## config.mk

```make
export PLATFORM = sky130hd
export DESIGN_NAME = cache_ctrl_param
export DESIGN_NICKNAME = d
export VERILOG_FILES = /design/src/rtl/cache_ctrl_pkg.sv /design/src/rtl/cache_ctrl_word_cnt.sv /design/src/rtl/cache_ctrl_param.sv
export SDC_FILE = /design/constraint.sdc
export NUM_CORES = 1
export LEC_CHECK = 0
export BUFFER_PORTS_ARGS = -buffer_cell sky130_fd_sc_hd__buf_2
export CORE_MARGIN = 8
export CORE_UTILIZATION = 50
export DETAILED_ROUTE_END_ITERATION = 10
export MAX_ROUTING_LAYER = met4
export PLACE_DENSITY_LB_ADDON = 0.1
export REMOVE_ABC_BUFFERS = 1
export SYNTH_ARGS = -nofsm -noshare
export SYNTH_HDL_FRONTEND = slang
export SYNTH_SLANG_ARGS = --single-unit
```

## constraint.sdc

```tcl
create_clock -name clk -period 3.9 [get_ports clk]
set_input_delay 0.39 -clock clk [delete_from_list [all_inputs] [get_ports clk]]
set_output_delay 0.39 -clock clk [all_outputs]
set_load 0.05 [all_outputs]
```

## src/rtl/cache_ctrl_pkg.sv

```systemverilog
// Shared types and helpers for the parametrised two-way cache controller.
// Holds the controller state encoding, the largest supported line length and
// the word-index to byte-offset conversion used by both counters.
package cache_ctrl_pkg;

    // Largest supported line length in 16-bit words.
    localparam int MAX_WORDS = 16;
    localparam int MAX_IDX_W = $clog2(MAX_WORDS);

    typedef enum logic [3:0] {
        IDLE      = 4'd0,
        COMPARE   = 4'd1,
        WB        = 4'd2,
        ALLOC     = 4'd3,
        DRAIN     = 4'd4,
        ALLOC_WR  = 4'd5,
        HIT_DONE  = 4'd6,
        MISS_DONE = 4'd7,
        ERR       = 4'd8
    } state_e;

    // Words are 16 bits wide, so the byte offset is the word index shifted by one.
    function automatic logic [MAX_IDX_W:0] word_to_off(input logic [MAX_IDX_W-1:0] idx);
        return {idx, 1'b0};
    endfunction

endpackage

```

## src/rtl/cache_ctrl_word_cnt.sv

```systemverilog
// Word counter for line sequencing: clear, increment-enable, terminal count at WORDS-1.
// Latency: count updates on the clock after clr/inc; tc is combinational from the count.
// Backpressure: the caller gates inc (e.g. with mem_stall); the count holds otherwise.
// Ports: clk, rst (async, active-high), clr, inc -> cnt[$clog2(WORDS)-1:0], tc.
module cache_ctrl_word_cnt
    import cache_ctrl_pkg::*;
#(
    parameter int WORDS = 4
) (
    input  logic                       clk,
    input  logic                       rst,
    input  logic                       clr,
    input  logic                       inc,
    output logic [$clog2(WORDS)-1:0]   cnt,
    output logic                       tc
);

    localparam int CW = $clog2(WORDS);
    localparam logic [CW-1:0] LAST = CW'(WORDS - 1);

    logic [CW-1:0] cnt_q;
    logic [CW-1:0] cnt_d;

    // WORDS is a power of two, so the increment past LAST wraps to 0 by itself.
    always_comb begin
        cnt_d = cnt_q;
        if (clr) begin
            cnt_d = '0;
        end else if (inc) begin
            cnt_d = cnt_q + 1'b1;
        end
    end

    always_ff @(posedge clk or posedge rst) begin
        if (rst) begin
            cnt_q <= '0;
        end else begin
            cnt_q <= cnt_d;
        end
    end

    assign cnt = cnt_q;
    assign tc  = (cnt_q == LAST);

endmodule

```

## src/rtl/cache_ctrl_param.sv

```systemverilog
// Two-way cache controller FSM with parametrised line length and memory read latency.
// Latency: hit 2 cycles; clean miss 1+WORDS+MEM_LAT+1; dirty miss +WORDS; write miss +1; +1 per stall.
// Backpressure: mem_stall holds the writeback/issue and fill counters; CPU sees stall_out until done.
// Ports: clk, rst (async, active-high); CPU Rd/Wr; cache status hit/valid/dirty; mem_stall;
//   cache controls comp, cache_write, cache_offset(_select), cache_data_in_select, tag_select,
//   valid_in, enable, flip_victimway; memory mem_rd/mem_wr/mem_offset; cache_hit, stall_out, done, err.
// Optional: define CACHE_CTRL_PERF_EN to add saturating hit_cnt, miss_cnt, wb_cnt_total outputs.
module cache_ctrl_param
    import cache_ctrl_pkg::*;
#(
    parameter int WORDS   = 4,
    parameter int MEM_LAT = 2,
    parameter int OFF_W   = $clog2(WORDS) + 1
) (
    input  logic             clk,
    input  logic             rst,
    input  logic             Rd,
    input  logic             Wr,
    input  logic             hit,
    input  logic             valid,
    input  logic             dirty,
    input  logic             mem_stall,
    output logic             comp,
    output logic             cache_write,
    output logic [OFF_W-1:0] cache_offset,
    output logic             cache_offset_select,
    output logic             cache_data_in_select,
    output logic             tag_select,
    output logic [OFF_W-1:0] mem_offset,
    output logic             mem_rd,
    output logic             mem_wr,
    output logic             valid_in,
    output logic             enable,
    output logic             flip_victimway,
    output logic             cache_hit,
    output logic             stall_out,
    output logic             done,
    output logic             err
`ifdef CACHE_CTRL_PERF_EN
    ,
    output logic [15:0]      hit_cnt,
    output logic [15:0]      miss_cnt,
    output logic [15:0]      wb_cnt_total
`endif
);

    localparam int CW = $clog2(WORDS);
    localparam logic [CW:0] LAT_W = MEM_LAT[CW:0];

    state_e state_q;
    state_e state_d;
    logic   op_wr_q;
    logic   op_wr_d;

    logic [CW-1:0]    iss_cnt;
    logic [CW-1:0]    fill_cnt;
    logic             iss_tc;
    logic             fill_tc;
    logic             cnt_clr;
    logic             iss_inc;
    logic             fill_inc;
    logic             fill_now;
    logic [OFF_W-1:0] iss_off;
    logic [OFF_W-1:0] fill_off;

    // The writeback and issue phases never overlap, so they share one counter.
    // Both counters are held at zero outside the line-transfer states.
    assign cnt_clr  = !(state_q == WB || state_q == ALLOC || state_q == DRAIN);
    // Data for word N arrives MEM_LAT accepted issues later, so filling starts once
    // the issue counter has run MEM_LAT words ahead; fill_cnt then tracks iss_cnt-MEM_LAT.
    assign fill_now = ({1'b0, iss_cnt} >= LAT_W);
    assign iss_inc  = (state_q == WB || state_q == ALLOC) && !mem_stall;
    // Memory data already in flight keeps arriving in DRAIN, so stalls do not apply there.
    assign fill_inc = (state_q == ALLOC && fill_now && !mem_stall) || (state_q == DRAIN);

    assign iss_off  = OFF_W'(word_to_off(MAX_IDX_W'(iss_cnt)));
    assign fill_off = OFF_W'(word_to_off(MAX_IDX_W'(fill_cnt)));

    cache_ctrl_word_cnt #(.WORDS(WORDS)) u_iss_cnt (
        .clk (clk),
        .rst (rst),
        .clr (cnt_clr),
        .inc (iss_inc),
        .cnt (iss_cnt),
        .tc  (iss_tc)
    );

    cache_ctrl_word_cnt #(.WORDS(WORDS)) u_fill_cnt (
        .clk (clk),
        .rst (rst),
        .clr (cnt_clr),
        .inc (fill_inc),
        .cnt (fill_cnt),
        .tc  (fill_tc)
    );

    // Next state; the CPU operation is captured at acceptance so later Rd/Wr changes
    // cannot alter an in-flight miss.
    always_comb begin
        state_d = state_q;
        op_wr_d = op_wr_q;
        case (state_q)
            IDLE, HIT_DONE, MISS_DONE: begin
                if (Rd && Wr) begin
                    state_d = ERR;
                end else if (Rd ^ Wr) begin
                    state_d = COMPARE;
                    op_wr_d = Wr;
                end else begin
                    state_d = IDLE;
                end
            end
            COMPARE: begin
                if (hit && valid) begin
                    state_d = HIT_DONE;
                end else if (dirty) begin
                    state_d = WB;
                end else begin
                    state_d = ALLOC;
                end
            end
            WB: begin
                if (!mem_stall && iss_tc) begin
                    state_d = ALLOC;
                end
            end
            ALLOC: begin
                if (!mem_stall && iss_tc) begin
                    state_d = DRAIN;
                end
            end
            DRAIN: begin
                if (fill_tc) begin
                    state_d = op_wr_q ? ALLOC_WR : MISS_DONE;
                end
            end
            ALLOC_WR: state_d = MISS_DONE;
            ERR:      state_d = IDLE;
            default:  state_d = IDLE;
        endcase
    end

    always_ff @(posedge clk or posedge rst) begin
        if (rst) begin
            state_q <= IDLE;
            op_wr_q <= 1'b0;
        end else begin
            state_q <= state_d;
            op_wr_q <= op_wr_d;
        end
    end

    // Outputs are decoded from state and counters only, never from the current inputs.
    always_comb begin
        comp                 = 1'b0;
        cache_write          = 1'b0;
        cache_offset         = '0;
        cache_offset_select  = 1'b0;
        cache_data_in_select = 1'b0;
        tag_select           = 1'b0;
        mem_offset           = '0;
        mem_rd               = 1'b0;
        mem_wr               = 1'b0;
        valid_in             = 1'b0;
        enable               = 1'b0;
        flip_victimway       = 1'b0;
        cache_hit            = 1'b0;
        stall_out            = 1'b1;
        done                 = 1'b0;
        err                  = 1'b0;
        case (state_q)
            IDLE: begin
                stall_out = 1'b0;
                enable    = 1'b1;
            end
            COMPARE: begin
                comp           = 1'b1;
                cache_write    = op_wr_q;
                enable         = 1'b1;
                flip_victimway = 1'b1;
            end
            WB: begin
                mem_wr              = 1'b1;
                tag_select          = 1'b1;
                cache_offset_select = 1'b1;
                cache_offset        = iss_off;
                mem_offset          = iss_off;
            end
            ALLOC: begin
                mem_rd     = 1'b1;
                mem_offset = iss_off;
                // While stalled this write repeats with the same word and data.
                if (fill_now) begin
                    cache_write          = 1'b1;
                    valid_in             = 1'b1;
                    cache_offset_select  = 1'b1;
                    cache_data_in_select = 1'b1;
                    cache_offset         = fill_off;
                end
            end
            DRAIN: begin
                cache_write          = 1'b1;
                valid_in             = 1'b1;
                cache_offset_select  = 1'b1;
                cache_data_in_select = 1'b1;
                cache_offset         = fill_off;
            end
            ALLOC_WR: begin
                // CPU word written into the freshly filled line, which marks it dirty.
                comp        = 1'b1;
                cache_write = 1'b1;
                valid_in    = 1'b1;
            end
            HIT_DONE: begin
                done      = 1'b1;
                cache_hit = 1'b1;
                stall_out = 1'b0;
            end
            MISS_DONE: begin
                done      = 1'b1;
                stall_out = 1'b0;
            end
            ERR: begin
                err = 1'b1;
            end
            default: ;
        endcase
    end

`ifdef CACHE_CTRL_PERF_EN
    logic [15:0] hit_cnt_q;
    logic [15:0] hit_cnt_d;
    logic [15:0] miss_cnt_q;
    logic [15:0] miss_cnt_d;
    logic [15:0] wb_tot_q;
    logic [15:0] wb_tot_d;

    // Counted on state entry; all three saturate rather than wrap.
    always_comb begin
        hit_cnt_d  = hit_cnt_q;
        miss_cnt_d = miss_cnt_q;
        wb_tot_d   = wb_tot_q;
        if (state_d == HIT_DONE && state_q != HIT_DONE && hit_cnt_q != 16'hFFFF) begin
            hit_cnt_d = hit_cnt_q + 16'd1;
        end
        if (state_d == MISS_DONE && state_q != MISS_DONE && miss_cnt_q != 16'hFFFF) begin
            miss_cnt_d = miss_cnt_q + 16'd1;
        end
        if (state_d == WB && state_q != WB && wb_tot_q != 16'hFFFF) begin
            wb_tot_d = wb_tot_q + 16'd1;
        end
    end

    always_ff @(posedge clk or posedge rst) begin
        if (rst) begin
            hit_cnt_q  <= '0;
            miss_cnt_q <= '0;
            wb_tot_q   <= '0;
        end else begin
            hit_cnt_q  <= hit_cnt_d;
            miss_cnt_q <= miss_cnt_d;
            wb_tot_q   <= wb_tot_d;
        end
    end

    assign hit_cnt      = hit_cnt_q;
    assign miss_cnt     = miss_cnt_q;
    assign wb_cnt_total = wb_tot_q;
`endif

endmodule

```

After elaboration in Yosys (flattened, before gate mapping)
Index checks and enable logic that the tools add are counted.

$add $sub $neg: 2. Magnitude comparators: 1. Eq/ne operators: 15. Mux-type cells: 30. Bitwise logic cells: 2. Reduce and logical (&&, ||, !) cells: 20.

Operator list (number): 4-bit case mux with 6 select lines (1); 4-bit by 3-bit == test with 1-bit output, second input constant (4); 4-bit two-way mux (4); 1-bit two-way mux (12); 2-bit OR reduction (6); 2-bit two-way mux (5); 3-bit two-way mux (3); 3-bit case mux with 3 select lines (1); 4-bit by 2-bit == test with 1-bit output, second input constant (2); 1-bit logical AND (6); 2-bit inequality test, second input constant (3); 1-bit case mux with 2 select lines (3); 3-bit AND reduction (2); 2-bit by 1-bit adder with 2-bit output, second input constant (2); 2-bit == test, second input constant (2); 4-bit by 1-bit == test with 1-bit output, second input constant (1); 4-bit == test, second input constant (1); 4-bit zero test (1); 2-bit by 1-bit inequality test with 1-bit output, second input constant (2); 1-bit logical OR (3); 1-bit case mux with 3 select lines (1); 3-bit OR reduction (1); 2-bit >= comparator, second input constant (1); 1-bit zero test (1); 2 further kinds (2).

Flip-flop bits (word level): 9. Bits of input ports: 8. Output and inout bits: 20. Word-level logic and storage cells: 74.

Logic depth before layout (Yosys ltp)
Gate-level depths: netlist (run 1).

Word-level depth: 6. Gate-level depth with buffers: 6. Depth with buffers taken out: 6.

Cells and area by module
From an unflattened synthesis (run 1), not the netlist that was laid out.

Cell total of the unflattened synthesis: 88. Area total of the unflattened synthesis: 759.5 um^2.

Modules (own cells, without submodules): cache_ctrl_param (instances 1, cells each 72, area each 574.3 um^2, sequential area each 125.1 um^2); cache_ctrl_word_cnt (instances 2, cells each 8, area each 92.6 um^2, sequential area each 50.0 um^2).

Worst setup path after synthesis (run 1)
No wires, ideal clock.

Path kind: flip-flop to output port. Start point: register state_q[1]. End point: output port flip_victimway. Data arrival time: 2.644 ns. Required time: 3.510 ns. Path slack: 0.866 ns. Cell stages (with the launch flop): 4. Path buffers: 1. Cells stage by stage: dfrtp_1 -> buf_2 -> nor3b_1 -> nor2b_1.

Word-level cells in the longest chain between the ends: 2.

Ends and longest elaborated chain: start, declared (line cache_ctrl_param.sv:50) `state_e state_q;`; start signal, assigned (line cache_ctrl_param.sv:148) `state_q <= state_d;`; 4-bit by 1-bit == test with 1-bit output (line cache_ctrl_param.sv:171) `case (state_q)`; 1-bit two-way mux (line cache_ctrl_param.sv:171); end, declared (line cache_ctrl_param.sv:34) `output logic flip_victimway,`.

No other way between the ends.

Worst setup path in the final report (run 1)
Start point: register u_iss_cnt.cnt_q[0] (netlist: u_iss_cnt.cnt[0]). End point: output port cache_offset[2].

Word-level cells in the longest chain between the ends: 3.

Ends and longest elaborated chain: start, declared (line cache_ctrl_word_cnt.sv:21) `logic [CW-1:0] cnt_q;`; start signal, assigned (line cache_ctrl_word_cnt.sv:38) `cnt_q <= cnt_d;`; 2-bit >= comparator (line cache_ctrl_param.sv:71) `assign fill_now = ({1'b0, iss_cnt} >= LAT_W);`; 3-bit two-way mux (line cache_ctrl_param.sv:193) `if (fill_now) begin`; 3-bit case mux with 3 select lines (line cache_ctrl_param.sv:171); end, declared (line cache_ctrl_param.sv:25) `output logic [OFF_W-1:0] cache_offset,`.

No other way between the ends.

==> results.md, run 1 <==
Floorplanning:
- The chip width is 53.74 µm.
- The floorplan step defined a die boundary enclosing 2887 µm².
- The number of primary I/O pins is 28.
- From bottom edge to top edge, the die measures 53.74 µm.
- The initial utilization of the core area, before any placement, comes to 54.04%.
- The number of placement rows is 13.
- The placeable core region is 1318 µm².

Setup path:
- The endpoint of the worst-slack reg-to-reg timing path is state_q[0]$_DFFE_PP0P_.
- Across all register-to-register paths, the minimum setup slack is 2160 ps.
- The launching element type of the critical path is a flop.
- The data required time of the worst path is 3510 ps.
- The startpoint-to-endpoint class of the critical path is flop to primary output.
- Of all nets on the critical path, the largest fanout is 5.
- The data arrival time of the worst path is 2100 ps.
- The origin of the worst setup path is u_iss_cnt.cnt[0]$_DFFE_PP0P_.
- The worst register-to-register path has a depth of 4.
- The worst register-to-register path begins at state_q[0]$_DFFE_PP0P_.
- STA classifies the critical path endpoint as a primary output.

Clock tree:
- In this run the post-CTS setup repair buffer count came out at 0.
- The CTS H-tree depth is 1.
- The clock slew seen by the registers of the worst setup and hold paths is 60 ps.
- TritonCTS built the clock tree.
- The post-cts sizing count is 0.
- The tree built by TritonCTS fans out to 9 sinks.
- The tree is rooted in a sky130_fd_sc_hd__clkbuf_4.
- The maximum buffer depth of the clock tree is 2.
- The clock insertion delay at the later pin of the skew report is 260 ps.
- The number of hold buffers added after CTS was 0.
- The number of clock buffers added by TritonCTS is 3.

Synthesis:
- The synthesized design devotes to its leading area cell type 31.63% of total area.
- The number of distinct standard cells referenced by the synthesized netlist is 32.
- Ranked by total cell area, the synthesized netlist is headed by sky130_fd_sc_hd__dfrtp_1, sky130_fd_sc_hd__ha_1, sky130_fd_sc_hd__nor2_1.
- The post-synthesis async set-or-reset flop share is 100.0%.
- The Yosys step of the flow raised 0 warnings.
- The number of instances in the synthesized netlist is 85.
- The synthesized netlist occupies a cell area of 711.9 µm².
- The main flop type after synthesis is sky130_fd_sc_hd__dfrtp_1.
- The average instance area after synthesis is 8.376 µm².
- Yosys mapped a number of flops with a built-in enable equal to 0.
- Of all cell types, the one taking the most synthesized area is sky130_fd_sc_hd__dfrtp_1.
- The register area share after synthesis is 31.63%.
- The commonest cells after synthesis are sky130_fd_sc_hd__dfrtp_1, sky130_fd_sc_hd__nor2_1, sky130_fd_sc_hd__inv_1.
- The number of flip-flops and latches in the synthesized netlist is 9.

Global routing:
- The pin count of the biggest net entering global routing is 18.
- The first global-routing pass estimated 2.497 mm of wire.
- Global routing used 11.96% of the available tracks.
- The remaining global-route overflow is 0.
- The number of global-route vias before repair is 571.
- The number of antenna violations at the first check in global routing is 0.

Cells and area:
- Fill cells in the final layout number 124.
- The number of nets in the finished design is 120.
- Compared with the post-synthesis result, the final layout area differs by 18.28%.
- Registers take 225.2 µm².
- The multi-input combinational cell area is 419.2 µm².
- The antenna cell count is 0.
- Cells with a size suffix above 1 make up 32.71% of the layout.

Route:
- The DRC violation count after routing is 0.
- Dividing the detail-routed via count by the number of cells gives 5.500.
- The overall routed net length is 1.611 mm.
- The pre-antenna-repair detailed-routing pass consisted of 4 iterations.
- The remaining antenna violation count is 0.
- The via count of the routed design is 671.
- After the first detailed-routing iteration, the DRC count stood at 17.
- Dividing the detail-routed wire length by the instance count gives 13.20 µm.

Timing:
- The setup total negative slack is 0 ps.
- The minimum clock period after layout is 2491 ps.
- For the pin with the worst max-slew slack, the measured transition is 550.4 ps.
- Setup repair after global routing left no endpoint under its margin.
- Of the available clock period, the critical path in the final layout requires 63.87%.
- Setup violations remaining at the end of the flow were counted as 0.
- The count of final max-slew check failures was 0.
- The final hold violation count is 0.
- For this run, the top clock speed supported by timing is 401.5 MHz.
- The clock skew is 0.7525 ps.
- In this run the tightest slew margin relative to its limit is 62.92%.

Placement:
- The placed wire-length estimate after detailed placement is 1.277 mm.
- The weighted congestion reported at the end of routability-driven placement is 0.8150.
- The total of buffers placed on input and output ports is 25.

Run status:
- The flow ran to the end, and the final reports show no timing, DRC or antenna violations.

Hold path:
- The path class of the tightest hold or removal check is primary input to asynchronous set/reset pin.

Run:
- The count of max-cap constraint violations is 0.
-- worst max-delay path, stage by stage (launching register included) --
cell	delay, ps
sky130_fd_sc_hd__dfrtp_1	410
sky130_fd_sc_hd__inv_1	80
sky130_fd_sc_hd__ha_1	190
sky130_fd_sc_hd__o21ai_0	450
sky130_fd_sc_hd__o22a_1	240
sky130_fd_sc_hd__nor2_1	70
sky130_fd_sc_hd__a22o_1	210
sky130_fd_sc_hd__buf_2	210
-- layout by cell type (no fill, tap or decap), drive strengths merged, types with 4 or more instances in the layout --
cell    n
a21oi   8
dfrtp   9
nor2    9
ha      4
o21ai   5
nor3    4
buf    25
inv     7
-- routing by layer --
layer / global-route usage [%] / vias up / share of wire (%)
met5: - / - / 0
met4: 7.563 / 0 / 1.8
met3: 3.030 / 3 / 12
met2: 16.02 / 26 / 43
met1: 15.45 / 300 / 43
li1: - / 342 / -
-- metrics by stage --
stage | hold WS, ps | instances | setup slack, ps | util [%] | area (µm²)
after global placement | 357.4 | 118 | 1735 | 61.82 | 814.5
after floorplan | 217.9 | 78 | 467.5 | - | 670.6
after global routing | 93.77 | 122 | 1199 | 63.91 | 842.1
after detailed placement | 351.5 | 118 | 1704 | 61.82 | 814.5
after CTS | 67.20 | 122 | 1411 | 63.91 | 842.1
final | 67.79 | 122 | 1409 | 63.91 | 842.1
-- cell families after synthesis --
logic type	Yosys count	synth area share (%)
adders and majority gates	4	7.030
AOI/OAI and AO/OA	26	25.66
DFF	9	31.64
muxes	2	2.988
other	1	0.5267
buffers and inverters	15	10.02
and+or+nand+nor	28	22.15
-- area by class of cell --
cell class                      instances  share of cell area [%]
Clock buffer                            3                   2.675
Clock inverter                          1                  0.5944
Inverter                                7                   3.120
Multi-Input combinational cell         62                   49.78
Sequential cell                         9                   26.75
Tap cell                               15                   2.229
Timing Repair Buffer                   25                   14.86
-- worst max path at each step --
stage,endpoint
floorplan,cache_offset[1]
global placement,cache_offset[1]
detailed placement,cache_offset[2]
CTS,cache_offset[2]
global route,cache_offset[2]
finish,cache_offset[2]
-- flip-flops by register name, summed over array words and instances, names as in the netlist --
signal          cells
u_iss_cnt.cnt       2
u_fill_cnt.cnt      2
state_q             4
op_wr_q             1
Power of run 1 is not shown: default switching activity piles up to over one toggle a cycle in this logic, so the estimate is an artifact.
==> run 2: changes to the inputs <==
Settings changed: CORE_UTILIZATION 50 to 47.
Clock period 3.9 ns to 2.5 ns, I/O delays scaled along.
==> results.md, run 2 (same netlist as run 1, synthesis figures left out) <==
Timing:
- For the pin with the worst max-slew slack, the measured transition is 517.9 ps.
- The final hold violation count is 0.
- The final count of negative-setup-slack endpoints is 0.
- The count of final max-slew check failures is 0.
- The highest clock frequency the design can meet is 426.6 MHz.
- The part of the cycle the worst path needs is 93.76%.
- The relative max-transition margin is 64.99%.
- The worst path needs 2344 ps of the cycle, external delays included.
- Setup repair after global routing left no endpoint under its margin.
- Hold is met by 265.6 ps.
- Between clock sinks in the finished design, the worst skew comes to 7.508 ps.

Route:
- The routed design has 1.754 mm of wire.
- Across all layers, the routed design uses 687 vias.
- The number of design-rule violations left by the first detailed-router iteration is 8.
- The detail route stage leaves a number of antenna-violating nets equal to 0.
- After detailed routing, the average wire length per cell comes to 13.92 µm.
- In the routed design, unresolved DRC markers number 0.
- The detailed-routing iteration count for the pre-antenna-repair pass is 4.
- The per-cell via count in the routed design is 5.452.

Run status:
- The run finished with clean final reports.

Cells and area:
- Of the cells placed in the final design, the portion with a size suffix greater than 1 is 33.64%.
- Compared with the post-synthesis result, the final layout area differs by 21.97%.
- The library cells used most frequently in the layout, excluding fill and tap cells, are sky130_fd_sc_hd__buf_2, sky130_fd_sc_hd__nor2_1, sky130_fd_sc_hd__dfrtp_1.
- The register with the most flip-flops is state_q.
- The register with the most flip-flops in the layout has 4 of them.
- The multi-input combinational cell area is 419.2 µm².
- The total of fill cells in the finished design is 145.
- Once layout is complete, the cells apart from fillers number 126.
- In the final design database the tool counted 123 nets.
- The sequential cells in the finished layout cover a total of 225.2 µm².
- The number of antenna diodes in the final layout is 0.
- The most frequent standard cell in the layout excluding fill and tap cells is sky130_fd_sc_hd__buf_2.

Clock tree:
- The number of CTS-inserted buffers is 3.
- For the worst-skew pair, the clock arrives at the later sink with an insertion delay of 260 ps.
- The clock tree from TritonCTS is yes.
- The post-CTS setup buffer count is 0.
- After clock tree synthesis, the clock-pin slew on the worst setup and hold paths is 70 ps.
- The clock passes through at most 2 buffers.
- The library cell used as clock root buffer is sky130_fd_sc_hd__clkbuf_4.
- The CTS H-tree depth is 1.
- The clock drives 9 sinks.

Global routing:
- The pin count of the biggest net entering global routing is 16.
- Global routing consumed, on the met3 layer, 1.604% of the routing resources.
- The number of global-route vias before repair is 664.
- Global routing finished with a remaining overflow of 0.
- Global routing used 12.89% of the available tracks.
- The most heavily used metal layer in global routing is met2.
- The global-route wire length before repair is 2.884 mm.
- The number of antenna violations at the first check in global routing came to 0.
- The met2 global-route usage is 21.70%.
- For this run, global-route usage on met1 was measured as 15.36%.

Setup path:
- The data arrival time of the worst path is 2090 ps.
- In this run the worst path has a maximum fanout of 14.
- The data required time of the worst path is 2250 ps.
- The kind of end point of the critical path is a primary output.
- Walking the worst path, the cells encountered are or3b_2 -> nor2_1 -> a22o_1 -> buf_2.
- The peak per-stage delay on the critical path is 590 ps.
- The launching element type of the critical path is a flop.
- The largest individual stage delay along the critical path comes from the cell sky130_fd_sc_hd__dfrtp_1.
- The critical path is of the flop to primary output type.

Floorplanning:
- The region available for standard cell placement spans 1471 µm².
- The height of the die is 54.92 µm.
- The die covers 3016 µm².
- The die is 54.92 µm wide.
- The number of primary I/O pins is 28.
- Row generation in the floorplan step produced 14 rows.
- The initial core utilization is 48.38%.

Placement:
- Port buffering added 25 buffers.
- The weighted congestion reported at the end of routability-driven placement is 0.8678.
- The placed wire-length estimate after detailed placement is 1.343 mm.
- Including well taps, the total number of placed cells is 121.

Run:
- The count of max-cap constraint violations is 0.

Hold path:
- The path class of the tightest hold or removal check is primary input to flop.
[run 2: cell types whose count changed in the layout (fill, tap and decap cells not counted)]
| cell | change |
|---|---|
| sky130_fd_sc_hd__buf_4 | +2 |
| sky130_fd_sc_hd__dlygate4sd3_1 | +1 |
| sky130_fd_sc_hd__o21ai_0 | -1 |
| sky130_fd_sc_hd__o21ai_1 | +1 |
[run 2: metrics by stage]
| stage | util, % | setup WS, ps | instance area, µm² | TNS [ps] |
|---|---|---|---|---|
| floorplan | - | -792.5 | 670.6 | -2319 |
| finish | 59.01 | 156.0 | 868.3 | 0 |
| global route | 59.01 | 5.852 | 868.3 | 0 |
| detailed placement | 56.46 | 457.8 | 830.8 | 0 |
| CTS | 59.01 | 166.6 | 868.3 | 0 |
| global placement | 56.46 | 483.4 | 830.8 | 0 |
[run 2: timing repair]
item / in CTS / in global routing
hold buffers: 1 / 0
endpoints found under the setup margin: 0 / 2
resized for setup: 0 / 1
endpoints found under the hold margin: 9 / 0
[run 2: final timing paths]
kind	startpoint	end	slack (ps)	depth (start not counted)
max	state_q[1]$_DFFE_PP0P_	cache_offset[1]	160	4
min	Wr	op_wr_q$_DFFE_PP0P_	270	2
max reg2reg	state_q[1]$_DFFE_PP0P_	state_q[0]$_DFFE_PP0P_	790	4
min reg2reg	u_fill_cnt.cnt[0]$_DFFE_PP0P_	u_fill_cnt.cnt[0]$_DFFE_PP0P_	530	1
max in group asynchronous	rst	u_iss_cnt.cnt[0]$_DFFE_PP0P_	1760	3
min in group asynchronous	rst	state_q[0]$_DFFE_PP0P_	480	3
[run 2: metal layers]
| metal | wire length [µm] | part of all wire (%) | vias to the layer above |
|---|---|---|---|
| met3 | 172 | 9.8 | 0 |
| li1 | - | - | 351 |
| met5 | 0 | 0 | - |
| met2 | 776 | 44 | 19 |
| met1 | 804 | 46 | 317 |
| met4 | 0 | 0 | 0 |
[run 2: final cells by class]
class / count / share of cell area [%]
clock buffers: 3 / 2.594
inverters: 7 / 3.026
repair buffers: 28 / 17.29
multi-input cells: 62 / 48.27
clock inverters: 1 / 0.5764
well taps: 16 / 2.305
flip-flops and latches: 9 / 25.94
[run 2: worst max-delay path: cells and delay by family, from the launching register on]
kind | cells | cell delay [ps]
AO/OA/AOI/OAI | 1 | 170
buffers and inverters | 1 | 250
flip-flops | 1 | 590
AND/OR/NAND/NOR | 2 | 810
Power of run 2 is left out for the same reason.
==> run 3: changes to the inputs <==
Settings changed: CORE_UTILIZATION 47 to 40.
==> results.md, run 3 (same netlist as run 1, synthesis figures left out) <==
Timing:
- Hold is met by 248.8 ps.
- The final count of negative-setup-slack endpoints is 0.
- The final hold violation count is 0.
- The count of final max-slew check failures is 0.
- Across all setup checks in the final design, the least slack found is 233.1 ps.
- Setup repair after global routing left no endpoint under its margin.
- The transition time at the pin with the least slew margin is 525.9 ps.
- The clock skew is 0.3785 ps.
- In this run the tightest slew margin relative to its limit is 64.45%.
- The final critical path takes up 90.68% of the cycle.
- Derived from the worst setup path, the maximum achievable clock frequency is 441.1 MHz.
- The minimum clock period after layout is 2267 ps.

Clock tree:
- The post-CTS setup buffer count is 0.
- The clock slew seen by the registers of the worst setup and hold paths is 50 ps.
- The clock net sink count is 9.
- The clock insertion delay at the later pin of the skew report is 250 ps.
- The number of buffers added to fix hold violations after cts is 1.
- Post-CTS repair changed the size of 0 cells.
- Clock tree synthesis inserted a total of 3 buffers.
- The CTS H-tree depth is 1.
- TritonCTS built the clock tree.
- The clock passes through at most 2 buffers.
- The tree is rooted in a sky130_fd_sc_hd__clkbuf_4.

Run:
- Across the run, the number of max-cap violations was 0.

Route:
- The DRC violation count after routing is 0.
- Summed over all layers, the routed wires come to 1.673 mm.
- In the routed layout, each cell is associated on average with a via count of 4.868.
- Before antenna repair, the detailed router went through 2 iterations.
- The number of design-rule violations left by the first detailed-router iteration is 11.
- The via count of the routed design is 662.
- The final routed wire length divided by cell count is 12.30 µm.
- In this run the remaining antenna-violating nets after routing total 0.

Setup path:
- The launching element type of the critical path is a flop.
- On the critical path the largest part of the delay comes from simple AND/OR/NAND/NOR gates.
- The worst setup path is of the flop to primary output kind.
- On the critical path, the stage with the largest delay is an instance of sky130_fd_sc_hd__dfrtp_1.
- Measured in cells, the most critical reg-to-reg path has a length of 4.
- The biggest fanout along the worst timing path is 14.
- The launch instance of the worst register-to-register path is state_q[1]$_DFFE_PP0P_.
- The kind of end point of the critical path is a primary output.
- The endpoint of the worst-slack reg-to-reg timing path is state_q[0]$_DFFE_PP0P_.
- The largest single stage delay on the critical path is 560 ps.
- Walking the worst path, the cells encountered are or3b_2 -> nor2_1 -> a22o_1 -> buf_2.
- The setup slack of the worst register-to-register path is 810 ps.
- The data required time of the worst path is 2250 ps.
- Counting both buffers and inverters, the worst setup path holds a total of 1.
- For the worst setup path, the data arrival time is 2020 ps.

Floorplanning:
- The floorplan has 15 rows.
- The die covers 3386 µm².
- The height of the die is 58.19 µm.
- During I/O placement, the number of pins put on the boundary was 28.
- The core region is 1708 µm².
- Measured along the x axis, the die boundary spans 58.19 µm.
- The initial core utilization is 41.68%.

Cells and area:
- Leaving out fill and tap cells, the most frequent cells in the layout are sky130_fd_sc_hd__buf_2, sky130_fd_sc_hd__nor2_1, sky130_fd_sc_hd__dfrtp_1.
- The number of flip-flops in the largest register is 4.
- The register with the most flip-flops is state_q.
- The area added between synthesis and finish is 24.43%.
- The cell area after layout is 885.9 µm².
- The post-route netlist has 33.33% of its cells at a drive strength greater than 1.
- The repair_antennas step left the layout with diodes totalling 0.
- The net count of the finished layout is 124.
- The most frequent standard cell in the layout excluding fill and tap cells is sky130_fd_sc_hd__buf_2.

Hold path:
- The worst hold path passes through 2 cells.
- The path with the worst hold slack has its endpoint at op_wr_q$_DFFE_PP0P_.
- The startpoint identified for the worst hold timing path is Wr.
- The class of the tightest hold or removal check is primary input to flop.

Run status:
- The run finished with clean final reports.

Placement:
- The placed cell area is 849.6 µm².
- The pre-CTS worst setup slack is 496.2 ps.
- Buffers placed on the I/O ports in this run total 25.
- Summed over all nets, the half-perimeter wirelength after detailed placement is 1.342 mm.
- The weighted congestion reported at the end of routability-driven placement is 0.7892.

Global routing:
- The number of antenna violations at the first check in global routing is 0.
- Global routing finished with a remaining overflow of 0.
- The overall routing resource usage is 10.87%.
- For this run, global-route usage on met2 was measured as 14.81%.
- Global routing consumed, on the met3 layer, 4.415% of the routing resources.
- The number of global-route vias before repair came to 603.
- The met1 demand-to-capacity share in global routing is 13.12%.
- The global routing stage identified its most utilized layer as met2.
- Entering global routing, the biggest net connects 16 pins.
- The global-route wire length before repair is 2.822 mm.
-- run 3: cell count changes in the layout (fill, tap and decap cells not counted) --
cell	delta
sky130_fd_sc_hd__buf_4	+1
sky130_fd_sc_hd__clkbuf_1	+1
sky130_fd_sc_hd__clkinv_2	-1
sky130_fd_sc_hd__o21ai_0	+1
sky130_fd_sc_hd__o21ai_1	-1
-- run 3: how the worst max path moves through the flow --
| stage | start | to | slack, ps | depth (start not counted) |
|---|---|---|---|---|
| after global routing | state_q[1]$_DFFE_PP0P_ | cache_offset[1] | 100 | 4 |
| after global placement | state_q[1]$_DFFE_PP0P_ | cache_offset[1] | 540 | 4 |
| after floorplan | state_q[3]$_DFFE_PP0P_ | cache_offset[1] | -790 | 3 |
| after detailed placement | state_q[1]$_DFFE_PP0P_ | cache_offset[1] | 500 | 4 |
| after CTS | state_q[1]$_DFFE_PP0P_ | cache_offset[1] | 210 | 4 |
| final | state_q[1]$_DFFE_PP0P_ | cache_offset[1] | 230 | 4 |
-- run 3: worst reg2reg max path, cell delays in order, from the launching register on --
cell and delay, ps:
sky130_fd_sc_hd__dfrtp_1 510, sky130_fd_sc_hd__or3_1 420, sky130_fd_sc_hd__a21oi_2 200, sky130_fd_sc_hd__a221oi_1 130, sky130_fd_sc_hd__o41ai_2 330
-- run 3: per-layer routing --
layer / share of wire [%] / wire [µm]
met5: 0 / 0
met4: 1.4 / 23
met3: 9.9 / 166
met2: 40 / 675
met1: 48 / 807
-- run 3: stage by stage --
step | util [%] | instances | setup TNS (ps)
after floorplan | - | 78 | -2319
after global placement | 49.74 | 131 | 0
after detailed placement | 49.74 | 131 | 0
after CTS | 51.87 | 136 | 0
after global routing | 51.87 | 136 | 0
final | 51.87 | 136 | 0
-- run 3: final cells by class --
| class | count | area [µm²] |
|---|---|---|
| clock buffer | 4 | 26.28 |
| fill | 167 | 822.0 |
| inverter | 7 | 26.28 |
| multi-input combinational | 62 | 419.2 |
| sequential | 9 | 225.2 |
| tap | 25 | 31.28 |
| timing repair buffer | 29 | 157.7 |
Power of run 3 is left out for the same reason.
